[src/rtl/tach_if_mc_if.sv]
// Bundles the strobe, tach inputs, per-channel controls and captured results of tach_if_mc.
// The master drives strobe/inputs/controls; the slave (tach_if_mc) returns periods and flags.
interface tach_if_mc_if #(
   parameter int NUM_CH    = 4,
   parameter int CNT_WIDTH = 16
);
   logic                        tach_cnt_clk;
   logic [NUM_CH-1:0]           TACHIN;
   logic [NUM_CH-1:0]           TACHMODE;
   logic [NUM_CH-1:0]           TACH_EDGE;
   logic [NUM_CH-1:0]           status_clear;
   logic [NUM_CH*CNT_WIDTH-1:0] TACHPULSEDUR;
   logic [NUM_CH-1:0]           update_status;
   logic [NUM_CH-1:0]           tach_ovf;

   modport master (
      output tach_cnt_clk, TACHIN, TACHMODE, TACH_EDGE, status_clear,
      input  TACHPULSEDUR, update_status, tach_ovf
   );

   modport slave (
      input  tach_cnt_clk, TACHIN, TACHMODE, TACH_EDGE, status_clear,
      output TACHPULSEDUR, update_status, tach_ovf
   );
endinterface

[src/rtl/tach_if_mc.sv]
// Multi-channel tachometer capture: per-channel synchroniser, glitch filter and edge-to-edge
// period counter advancing on the prescaler strobe, with sticky result and overflow flags.
module tach_if_mc #(
   parameter int NUM_CH    = 4,
   parameter int CNT_WIDTH = 16,
   parameter int FILT_LEN  = 3
) (
   input logic         PCLK,
   input logic         PRESET,
   tach_if_mc_if.slave bus
);
   typedef enum logic {IDLE, ARMED} state_t;

   localparam logic [CNT_WIDTH-1:0] CNT_MAX = '1;

   function automatic logic [CNT_WIDTH-1:0] sat_inc(input logic [CNT_WIDTH-1:0] v);
      return (v == CNT_MAX) ? v : v + 1'b1;
   endfunction

   // Strobes between edges is one more than the counted non-edge strobes; overflow reports 0.
   function automatic logic [CNT_WIDTH-1:0] period_result(input logic [CNT_WIDTH-1:0] v,
                                                          input logic                 ovf);
      return ovf ? '0 : v + 1'b1;
   endfunction

   logic                 stb;
   logic [CNT_WIDTH-1:0] dur_all [NUM_CH];
   logic [NUM_CH-1:0]    upd_all;
   logic [NUM_CH-1:0]    ovf_all;

   assign stb = bus.tach_cnt_clk;

   for (genvar n = 0; n < NUM_CH; n++) begin : g_ch
      logic                 sync_p0;
      logic                 sync_p1;
      logic [FILT_LEN-1:0]  shr_p2;
      logic                 flt;
      logic                 edge_q;
      state_t               state;
      logic [CNT_WIDTH-1:0] cnt;
      logic                 ovf_pend;
      logic [CNT_WIDTH-1:0] dur_q;
      logic                 upd_q;
      logic                 ovf_q;

      logic flip;
      logic sel_chg;
      logic edge_det;
      logic armed_edge;
      logic capture;
      logic ovf_set;

      always_comb begin
         flip       = stb && (shr_p2 == {FILT_LEN{~flt}});
         sel_chg    = stb && (bus.TACH_EDGE[n] != edge_q);
         edge_det   = flip && !sel_chg && ((~flt) == bus.TACH_EDGE[n]);
         armed_edge = edge_det && (state == ARMED);
         capture    = armed_edge && (!bus.TACHMODE[n] || !upd_q);
         ovf_set    = armed_edge && ovf_pend;
      end

      always_ff @(posedge PCLK or posedge PRESET) begin
         if (PRESET) begin
            sync_p0  <= 1'b0;
            sync_p1  <= 1'b0;
            shr_p2   <= '0;
            flt      <= 1'b0;
            edge_q   <= 1'b0;
            state    <= IDLE;
            cnt      <= '0;
            ovf_pend <= 1'b0;
            dur_q    <= '0;
            upd_q    <= 1'b0;
            ovf_q    <= 1'b0;
         end else begin
            if (stb) begin
               // p0/p1: metastability synchroniser, p2: filter history window
               sync_p0 <= bus.TACHIN[n];
               sync_p1 <= sync_p0;
               shr_p2  <= FILT_LEN'({shr_p2, sync_p1});
               if (flip)
                  flt <= ~flt;
               edge_q <= bus.TACH_EDGE[n];

               if (sel_chg) begin
                  state    <= IDLE;
                  cnt      <= '0;
                  ovf_pend <= 1'b0;
               end else begin
                  case (state)
                     IDLE: begin
                        if (edge_det) begin
                           state    <= ARMED;
                           cnt      <= '0;
                           ovf_pend <= 1'b0;
                        end
                     end
                     ARMED: begin
                        if (edge_det) begin
                           cnt      <= '0;
                           ovf_pend <= 1'b0;
                        end else begin
                           cnt <= sat_inc(cnt);
                           if (sat_inc(cnt) == CNT_MAX)
                              ovf_pend <= 1'b1;
                        end
                     end
                     default: state <= IDLE;
                  endcase
               end
            end

            // Result stage: a capture outranks a simultaneous clear so no result is lost.
            if (capture) begin
               dur_q <= period_result(cnt, ovf_pend);
               upd_q <= 1'b1;
            end else if (bus.status_clear[n]) begin
               upd_q <= 1'b0;
            end

            if (ovf_set)
               ovf_q <= 1'b1;
            else if (bus.status_clear[n])
               ovf_q <= 1'b0;
         end
      end

      assign dur_all[n] = dur_q;
      assign upd_all[n] = upd_q;
      assign ovf_all[n] = ovf_q;
   end

   always_comb begin
      bus.TACHPULSEDUR = '0;
      for (int i = 0; i < NUM_CH; i++)
         bus.TACHPULSEDUR[i*CNT_WIDTH +: CNT_WIDTH] = dur_all[i];
   end

   assign bus.update_status = upd_all;
   assign bus.tach_ovf      = ovf_all;
endmodule

[src/flat_wrapper.sv]
// flat-port wrapper written by rule: the top's interface ports become plain ports
module tach_if_mc_flat 
#(
   parameter int NUM_CH    = 4,
   parameter int CNT_WIDTH = 16,
   parameter int FILT_LEN  = 3
)
  (PCLK, PRESET, bus_tach_cnt_clk, bus_TACHIN, bus_TACHMODE, bus_TACH_EDGE, bus_status_clear, bus_TACHPULSEDUR, bus_update_status, bus_tach_ovf);
  tach_if_mc_if #(.NUM_CH(NUM_CH), .CNT_WIDTH(CNT_WIDTH)) bus_i ();
  input logic PCLK;
  input logic PRESET;
  input wire logic [$bits(bus_i.tach_cnt_clk)-1:0] bus_tach_cnt_clk;
  input wire logic [$bits(bus_i.TACHIN)-1:0] bus_TACHIN;
  input wire logic [$bits(bus_i.TACHMODE)-1:0] bus_TACHMODE;
  input wire logic [$bits(bus_i.TACH_EDGE)-1:0] bus_TACH_EDGE;
  input wire logic [$bits(bus_i.status_clear)-1:0] bus_status_clear;
  output wire logic [$bits(bus_i.TACHPULSEDUR)-1:0] bus_TACHPULSEDUR;
  output wire logic [$bits(bus_i.update_status)-1:0] bus_update_status;
  output wire logic [$bits(bus_i.tach_ovf)-1:0] bus_tach_ovf;
  assign bus_i.tach_cnt_clk = bus_tach_cnt_clk;
  assign bus_i.TACHIN = bus_TACHIN;
  assign bus_i.TACHMODE = bus_TACHMODE;
  assign bus_i.TACH_EDGE = bus_TACH_EDGE;
  assign bus_i.status_clear = bus_status_clear;
  assign bus_TACHPULSEDUR = bus_i.TACHPULSEDUR;
  assign bus_update_status = bus_i.update_status;
  assign bus_tach_ovf = bus_i.tach_ovf;
  tach_if_mc #(.NUM_CH(NUM_CH), .CNT_WIDTH(CNT_WIDTH), .FILT_LEN(FILT_LEN)) u_core (.PCLK(PCLK), .PRESET(PRESET), .bus(bus_i));
endmodule
[config.mk]
export PLATFORM = sky130hd
export DESIGN_NAME = tach_if_mc_flat
export DESIGN_NICKNAME = d
export VERILOG_FILES = /design/src/rtl/tach_if_mc_if.sv /design/src/rtl/tach_if_mc.sv /design/src/flat_wrapper.sv
export SDC_FILE = /design/constraint.sdc
export NUM_CORES = 1
export LEC_CHECK = 0
export CORE_ASPECT_RATIO = 0.75
export CORE_UTILIZATION = 50
export CTS_BUF_LIST = sky130_fd_sc_hd__clkbuf_8 sky130_fd_sc_hd__clkbuf_16
export CTS_CLUSTER_SIZE = 40
export DETAILED_ROUTE_END_ITERATION = 7
export PLACE_DENSITY_LB_ADDON = 0.05
export SLEW_MARGIN = 10
export SYNTH_ARGS = -nofsm -noshare
export SYNTH_HDL_FRONTEND = slang
export SYNTH_SLANG_ARGS = --single-unit
export TNS_END_PERCENT = 5
[constraint.sdc]
create_clock -name PCLK -period 15.4 [get_ports PCLK]
set_input_delay 1.54 -clock PCLK [delete_from_list [all_inputs] [get_ports PCLK]]
set_output_delay 1.54 -clock PCLK [all_outputs]
set_load 0.02 [all_outputs]
Yosys cells after proc, flatten, opt, wreduce, memory -nomap -nowiden:

Index checks and enable logic that the tools add are counted.

* add/subtract/negate cells: 4
* equal/unequal tests: 28
* multiplexer cells: 68
* bitwise operators: 8
* reductions and logical operators: 64

Operators with widths (count)
* $mux 16: 20
* $eq 16x16->1 const B: 8
* $pmux 16 s2: 4
* $add 16x1->16 const B: 4
* $mux 1: 40
* $logic_and 1x1->1: 28
* $ne 4x4->1 const B: 4
* $reduce_and 2->1: 8
* $reduce_bool 2->1: 8
* $eq 3x3->1: 4
* $logic_not 1->1: 12
* $ne 3x1->1 const B: 4
* $reduce_and 3->1: 4
* $not 1->1: 8
* $pmux 1 s2: 4
* $eq 1x1->1: 4
* $logic_or 1x1->1: 4
* $ne 1x1->1: 4

* flip-flop bits (word level): 172
* bits of input ports: 19
* word-level logic and storage cells: 216

Longest topological paths before layout:

Gate-level depths: netlist of run 1.

* depth after elaboration: 8
* gate-level depth with buffers: 9

Least setup slack after synthesis of run 1:

No wires, ideal clock.

* kind: input to register
* from: input port bus_tach_cnt_clk
* to: register u_core.g_ch[1].cnt[15]
* data arrival time: 3.050 ns
* path slack: 12.213 ns
* stages on the path: 9
* buffers on the path: 3
* cell sequence: buf_2 -> nand4b_1 -> o22ai_1 -> or3_1 -> clkbuf_1 -> buf_1 -> nor2_1 -> o21ai_0 -> o21ai_0

* cells in the longest elaborated chain, start to end: 7

Ends and longest elaborated chain
* start, declared: line flat_wrapper.sv:12 `input wire logic [$bits(bus_i.tach_cnt_clk)-1:0] bus_tach_cnt_clk;`
* $logic_and 1x1->1: line tach_if_mc.sv:55 `sel_chg = stb && (bus.TACH_EDGE[n] != edge_q);`
* $logic_not 1->1: line tach_if_mc.sv:56 `edge_det = flip && !sel_chg && ((~flt) == bus.TACH_EDGE[n]);`
* $logic_and 1x1->1 (2 in a row): line tach_if_mc.sv:56
* $mux 16: line tach_if_mc.sv:99 `if (edge_det) begin`
* $pmux 16 s2: line tach_if_mc.sv:90 `case (state)`
* $mux 16: line tach_if_mc.sv:85 `if (sel_chg) begin`
* end signal, assigned: line tach_if_mc.sv:103 `cnt <= sat_inc(cnt);`
* end, declared: line tach_if_mc.sv:40 `logic [CNT_WIDTH-1:0] cnt;`

Parallel ways exist; a longest one is shown, timed or not.
A chain may end at the register's enable or synchronous reset.

Worst setup path after layout of run 1:

* from: input port bus_TACH_EDGE[2]
* to: register u_core.g_ch[2].cnt[8]

* cells in the longest elaborated chain, start to end: 8

Ends and longest elaborated chain
* start, declared: line flat_wrapper.sv:15 `input wire logic [$bits(bus_i.TACH_EDGE)-1:0] bus_TACH_EDGE;`
* $ne 1x1->1: line tach_if_mc.sv:55
* $logic_and 1x1->1: line tach_if_mc.sv:55
* $logic_not 1->1: line tach_if_mc.sv:56
* $logic_and 1x1->1 (2 in a row): line tach_if_mc.sv:56
* $mux 16: line tach_if_mc.sv:99
* $pmux 16 s2: line tach_if_mc.sv:90
* $mux 16: line tach_if_mc.sv:85
* end signal, assigned: line tach_if_mc.sv:103
* end, declared: line tach_if_mc.sv:40

Parallel ways exist; a longest one is shown, timed or not.

==> impl_metrics.ini, run 1 <==
[setup_path]
critical_path.cell_chain = clkdlybuf4s50_1 > nor4bb_1 > a2bb2o_1 > or2_2 > o21ai_1 > o21ai_0 > o21ai_0
cp_top_family = compound AO/OA/AOI/OAI gates
critical_path_arrival_ps = 4020
startpoint_type = input port
worstSetupEndpointType = register
internal_reg_to_reg_setup_slack_ps = 12130
critPathSlowestCell = o21ai_1
cpMostUsedCell = o21ai_0
highest_net_fanout_along_the_worst_path = 16
timing.critical_path.required_ps = 15750
critical_path_buf_inv_count = 1
timing.setup.critical_path_class = input port to register
cp_slowest_stage_delay_ps = 850

[finish]
area.growth.synth_to_final_pct = 16.3
fillers = 1572
n_antenna_cell = 0
final_layout_size_suffix_gt1_share_pct = 7.36
final-instance-count-excl-fill = 1329
final_net_count = 1097

[yosys]
synth-main-ff-cell = dfrtp_1
synth_area_um2 = 9300
synth.ff_latch_count = 172
post_synthesis_area_per_instance_um2 = 8.96
number_of_enable_flip_flop_cells_after_synthesis = 0
syn-instance-count = 1037
synthDistinctLibCells = 67
synth_async_sr_flop_share_pct = 100
post_synthesis_sequential_area_ratio_pct = 46.3
syn_nets = 1060
warnings_from_yosys = 0

[worst_hold_path]
hold_class = register to register

[cts]
cts-hold-fix-buffers = 0
cts-buffers-inserted = 17
clock_tree.buffer_depth = 2
root_buffer_master = clkbuf_16
insertion_delay_ps = 430
htreeDepth = 4
numClockSinks = 172
post_cts_resize_count = 0
cts_setup_buffers = 0
cts.reportedPaths.clkPinSlew_ps = 70
tritoncts_clock_tree = done

[floorplanning]
number_of_placement_rows = 42
fp.dieW_um = 159
placeableCoreArea_um2 = 17900
ioPinCount = 91
die-height_um = 120
initial_core_util_pct = 51.9
die_footprint_um2 = 19100

[pwr]
power.leakage_nw = 4.41
power_density_nw_per_um2 = 94.8
power.ir.vdd_worst_uv = 74.6

[run_status]
run_status = completed

[placement]
globalplace.congestion = 0.859
preCtsSetupSlack_ps = 11360
placed_cells = 1297
place_hpwl_mm = 14.4
place.port_buffers = 90

[global_route]
grt_usage_pct = 23.5
grt_antenna_before_repair = 0
pin_count_of_the_biggest_net_entering_global_routing = 78
grt_pass1_wl_mm = 36.0
global_route.overflow_total = 0
grt_pass1_vias = 6792

[route]
vias = 7576
count_of_tritonroute_iterations_in_the_first_routing_pass = 5
met1_length_mm = 11.2
route.detailed.drc = 0
first_iter_violations = 586
post_drt_wl_per_cell_um = 16.0
met3_length_um = 958
postRouteWirelength_mm = 21.2
top_layer = met4
detail_route.vias_per_cell = 5.70
detail_route_antenna_nets = 0
met2RoutedLength_mm = 8.82

[sta]
finalHoldViolCount = 0
layout_worst_path_cycle_share_pct = 23.9
fmax_ghz = 0.272
timing.max_slew.rel_slack_pct = 26.5
timing_max_transition_violations_final = 0
report.final.setup_viol = 0
setup_slack_ps = 11720
timing.final.crit_period_ps = 3680
fin_worst_skew_ps = 10.1
finalSetupTns_ps = 0
worst_pin_slew_ps = 1090
grt_setup_unrepaired = no

[flow_run]
timing.max_cap.violations = 0
-- metal layers --
layer  vias up  GRT usage, %
met5         -             0
met2       188          32.3
met1      3603          37.5
met4         0          6.01
met3        24          4.42
li1       3761             -
-- final cells by class --
cell class	count	area [um^2]	area share, %
Clock buffer	19	453	4.19
Sequential cell	172	4300	39.8
Timing Repair Buffer	97	948	8.77
Tap cell	242	303	2.80
Inverter	30	118	1.09
Multi-Input combinational cell	756	4540	42.0
Clock inverter	13	149	1.38
-- layout by cell type, fill, tap and decap left out, drive strengths merged, types with 4 or more instances in the layout --
master	instances
nor2	101
o21ai	110
nor3	17
inv	33
nor4b	4
clkdlybuf4s50	89
a211oi	4
ha	4
dfrtp	172
and3	16
a21oi	42
a31oi	11
nand2b	13
and2	7
mux2	29
or2	6
o21a	4
or3	7
and4	4
nand4b	7
clkbuf	19
nand4	18
xor2	25
nor4	10
o31ai	58
nand2	120
a22o	6
nor2b	12
clkinv	4
a21o	12
xnor2	32
nand3	31
buf	8
-- power breakdown --
part	switching [mW]	internal, mW	leakage, nW
Clock	0.179	0.262	0.298
Combinational	0.0494	0.0396	1.76
Sequential	0.0230	0.473	2.35
-- through the flow --
step	hold WS, ps	instance area (um^2)	power, mW	utilization (%)
after floorplan	475	9300	0.562	-
after global placement	460	10200	0.592	57.0
after detailed placement	466	10200	0.593	57.0
after CTS	480	10800	1.03	60.3
after global routing	503	10800	1.07	60.3
final	474	10800	1.03	60.3
-- worst register-to-register path, stage by stage (launching register included) --
cell and delay, ps:
dfrtp_1 560, ha_1 480, inv_1 180, or3_1 510, nor3_1 770, buf_4 300, nand2_1 60, a21oi_1 190
o2bb2ai_1 140
-- flip-flops by register name (all words and copies together) (netlist names) --
signal	cells
u_core.g_ch.sync_p1	4
u_core.g_ch.cnt	64
u_core.g_ch.upd_q	4
u_core.g_ch.shr_p2	12
u_core.g_ch.state	4
u_core.g_ch.edge_q	4
u_core.g_ch.ovf_pend	4
u_core.g_ch.dur_q	64
u_core.g_ch.sync_p0	4
u_core.g_ch.ovf_q	4
u_core.g_ch.flt	4
-- kinds of logic (layout without fill, tap and decap cells) --
logic type	after synthesis	in the layout	synth area share (%)
compound gates	278	278	18.6
xor+xnor	57	57	5.37
fa+ha+maj	4	4	0.538
buf+inv	109	159	4.91
flops	172	172	46.3
mux	32	32	3.84
simple gates	385	385	20.4
-- worst paths after layout --
kind | start | end | cells after the start
worst max-delay path | bus_TACH_EDGE[2] | u_core.g_ch[2].cnt[8] | 7
worst min-delay path | u_core.g_ch[1].dur_q[3] | u_core.g_ch[1].dur_q[3] | 2
worst max register to register | u_core.g_ch[1].cnt[0] | u_core.g_ch[1].ovf_pend | 8
worst min register to register | u_core.g_ch[1].dur_q[3] | u_core.g_ch[1].dur_q[3] | 2
max in group asynchronous | PRESET | u_core.g_ch[1].shr_p2[0] | 4
min in group asynchronous | PRESET | u_core.g_ch[1].cnt[6] | 2
-- cell usage after synthesis, types with 17 or more instances --
master    instances  area share [%]
xnor2_1          32             3.0
nor2_1          101             4.1
xor2_1           25             2.4
nand4_1          17             1.1
nand2_1         120             4.8
clkbuf_1         50             2.0
inv_1            30             1.2
nand3_1          31             1.7
o31ai_1          58             4.7
dfrtp_1         172              46
o21ai_0         109             5.9
a21oi_1          42             2.3
mux2_2           29             3.5
Note: power is estimated with default switching activity, not from simulation.
==> inputs of run 2 (changes only) <==
clock period = 3.2 ns   (was 15.4 ns; I/O delays follow)
==> run 2 against run 1 <==
Non-clock buffer count increased by 15. Setup slack got worse by 11000 ps. Highest routed layer unchanged. Largest cell class unchanged. Clock power increased to 4.8 times the previous value. Via count increased by 1.2%. Final cell count increased by 1.1%. Critical path type is now register to register.
==> impl_metrics.ini, run 2 (same netlist as run 1, synthesis figures left out) <==
[setup_path]
worstSetupEndpointType = register
worst_setup_path_endpoint = u_core.g_ch[2].ovf_pend
worst_setup_path_startpoint = u_core.g_ch[2].cnt[0]
timing.critical_path.required_ps = 3540
logic_depth_of_the_worst_register_to_register_path = 7
critical_path_arrival_ps = 2960
highest_net_fanout_along_the_worst_path = 8
internal_reg_to_reg_setup_slack_ps = 580
crit-reg2reg-launch = u_core.g_ch[2].cnt[0]
startpoint_type = register
timing.setup.critical_path_class = register to register
timing.rr.end = u_core.g_ch[2].ovf_pend

[cts]
numClockSinks = 172
root_buffer_master = clkbuf_16
cts_setup_buffers = 0
tritoncts_clock_tree = done
cts-buffers-inserted = 17
insertion_delay_ps = 430
clock_tree.buffer_depth = 2
post_cts_resize_count = 0
htreeDepth = 4
cts.reportedPaths.clkPinSlew_ps = 60
cts-hold-fix-buffers = 0

[sta]
layout_worst_path_cycle_share_pct = 81.8
timing.max_slew.rel_slack_pct = 39.0
grt_setup_unrepaired = no
setup_slack_ps = 581
fmax_ghz = 0.382
report.final.setup_viol = 0
finalHoldViolCount = 0
worst_pin_slew_ps = 915
timing.final.crit_period_ps = 2620
finalSetupTns_ps = 0
timing_max_transition_violations_final = 0
fin_worst_skew_ps = 7.62

[global_route]
grt_pass1_wl_mm = 36.0
grt_usage_pct = 23.5
grt_antenna_before_repair = 0
pin_count_of_the_biggest_net_entering_global_routing = 112
grt_pass1_vias = 6943
global_route.overflow_total = 0

[route]
post_drt_wl_per_cell_um = 15.7
detail_route.vias_per_cell = 5.71
detail_route_antenna_nets = 0
count_of_tritonroute_iterations_in_the_first_routing_pass = 5
route.detailed.drc = 0
first_iter_violations = 631
vias = 7669
postRouteWirelength_mm = 21.1

[pwr]
net-switching-power_mw = 1.20
pwr-share-clk_pct = 42.9
power_density_nw_per_um2 = 453
relative_contribution_of_combinational_cells_to_total_power_pct = 8.9
netSwitchingFraction_pct = 24.2
power.total_mw = 4.96
power.ir.vdd_worst_uv = 345
cell_internal_pwr_mw = 3.76
power.leakage_nw = 4.48
sequential_share_of_power_pct = 48.1

[placement]
place.port_buffers = 90
place_hpwl_mm = 14.8
globalplace.congestion = 0.873
preCtsSetupSlack_ps = 592
placed_cells = 1312

[floorplanning]
die-height_um = 120
ioPinCount = 91
fp.dieW_um = 159
number_of_placement_rows = 42
die_footprint_um2 = 19100
initial_core_util_pct = 51.9
placeableCoreArea_um2 = 17900

[finish]
layout_common_cells = 172 x dfrtp_1, 120 x nand2_1, 109 x o21ai_0, 101 x nor2_1, 89 x clkdlybuf4s50_1
mostFrequentLayoutCell = dfrtp_1
top_regs = u_core.g_ch.cnt x64, u_core.g_ch.dur_q x64, u_core.g_ch.shr_p2 x12
n_antenna_cell = 0
final-instance-count-excl-fill = 1343
area.growth.synth_to_final_pct = 17.7
final_layout_size_suffix_gt1_share_pct = 8.63
final_net_count = 1112

[worst_hold_path]
hold_class = input port to asynchronous set/reset pin

[flow_run]
timing.max_cap.violations = 0

[run_status]
run_status = completed
[run 2: changes by cell type in the layout (fill, tap and decap cells not counted)]
cell      previous run  this run
buf_4                7        21
clkinv_4             0         2
inv_1               31        29
inv_6                2         0
buf_12               0         1
clkbuf_8             2         3
o21ai_0            108       109
o21ai_1              2         1
o31ai_1             57        58
o31ai_2              1         0
[run 2: how the worst min path moves through the flow]
stage	slack (ps)	cells after the start	end	startpoint
detailed placement	470	2	u_core.g_ch[0].dur_q[13]	u_core.g_ch[0].dur_q[13]
CTS	350	3	u_core.g_ch[1].dur_q[13]	PRESET
global route	380	3	u_core.g_ch[1].dur_q[13]	PRESET
finish	350	3	u_core.g_ch[1].dur_q[15]	PRESET
floorplan	420	1	u_core.g_ch[3].ovf_q	bus_status_clear[3]
global placement	460	1	u_core.g_ch[0].dur_q[2]	u_core.g_ch[0].dur_q[2]
[run 2: final cells by class]
type	instances	area [um^2]
fill	1574	6980
multi-input combinational	756	4530
sequential	172	4300
timing repair buffer	112	1070
clock buffer	20	467
tap	242	303
clock inverter	11	143
inverter	30	116
[run 2: power groups by stage]
stage	clock network [mW]	registers, mW	logic [mW]
2_1_floorplan	0	2.40	0.299
3_3_place_gp	0	2.42	0.438
3_5_place_dp	0	2.42	0.446
4_1_cts	2.18	2.38	0.448
5_1_grt	2.26	2.40	0.500
6_report	2.13	2.39	0.443
[run 2: worst max-delay path, cell delays in order, from the launching register on]
cell,delay (ps)
dfrtp_1,460
ha_1,320
nand3_1,210
nor4_2,540
nand3_1,150
xor2_1,200
o41a_1,430
o31ai_1,220
[run 2: stage by stage]
step	hold slack (ps)	instance area (um^2)	util (%)
detailed placement	466	10300	57.7
CTS	351	10900	61.1
global placement	460	10300	57.7
global route	383	10900	61.1
floorplan	416	9300	-
finish	352	10900	61.1
[run 2: routing by layer]
| metal | up-vias | global-route usage [%] | part of all wire (%) |
|---|---|---|---|
| met5 | - | 0 | 0 |
| met3 | 25 | 4.18 | 5.0 |
| met2 | 208 | 32.1 | 41 |
| met4 | 0 | 7.81 | 1.3 |
| li1 | 3769 | - | - |
| met1 | 3667 | 36.8 | 53 |
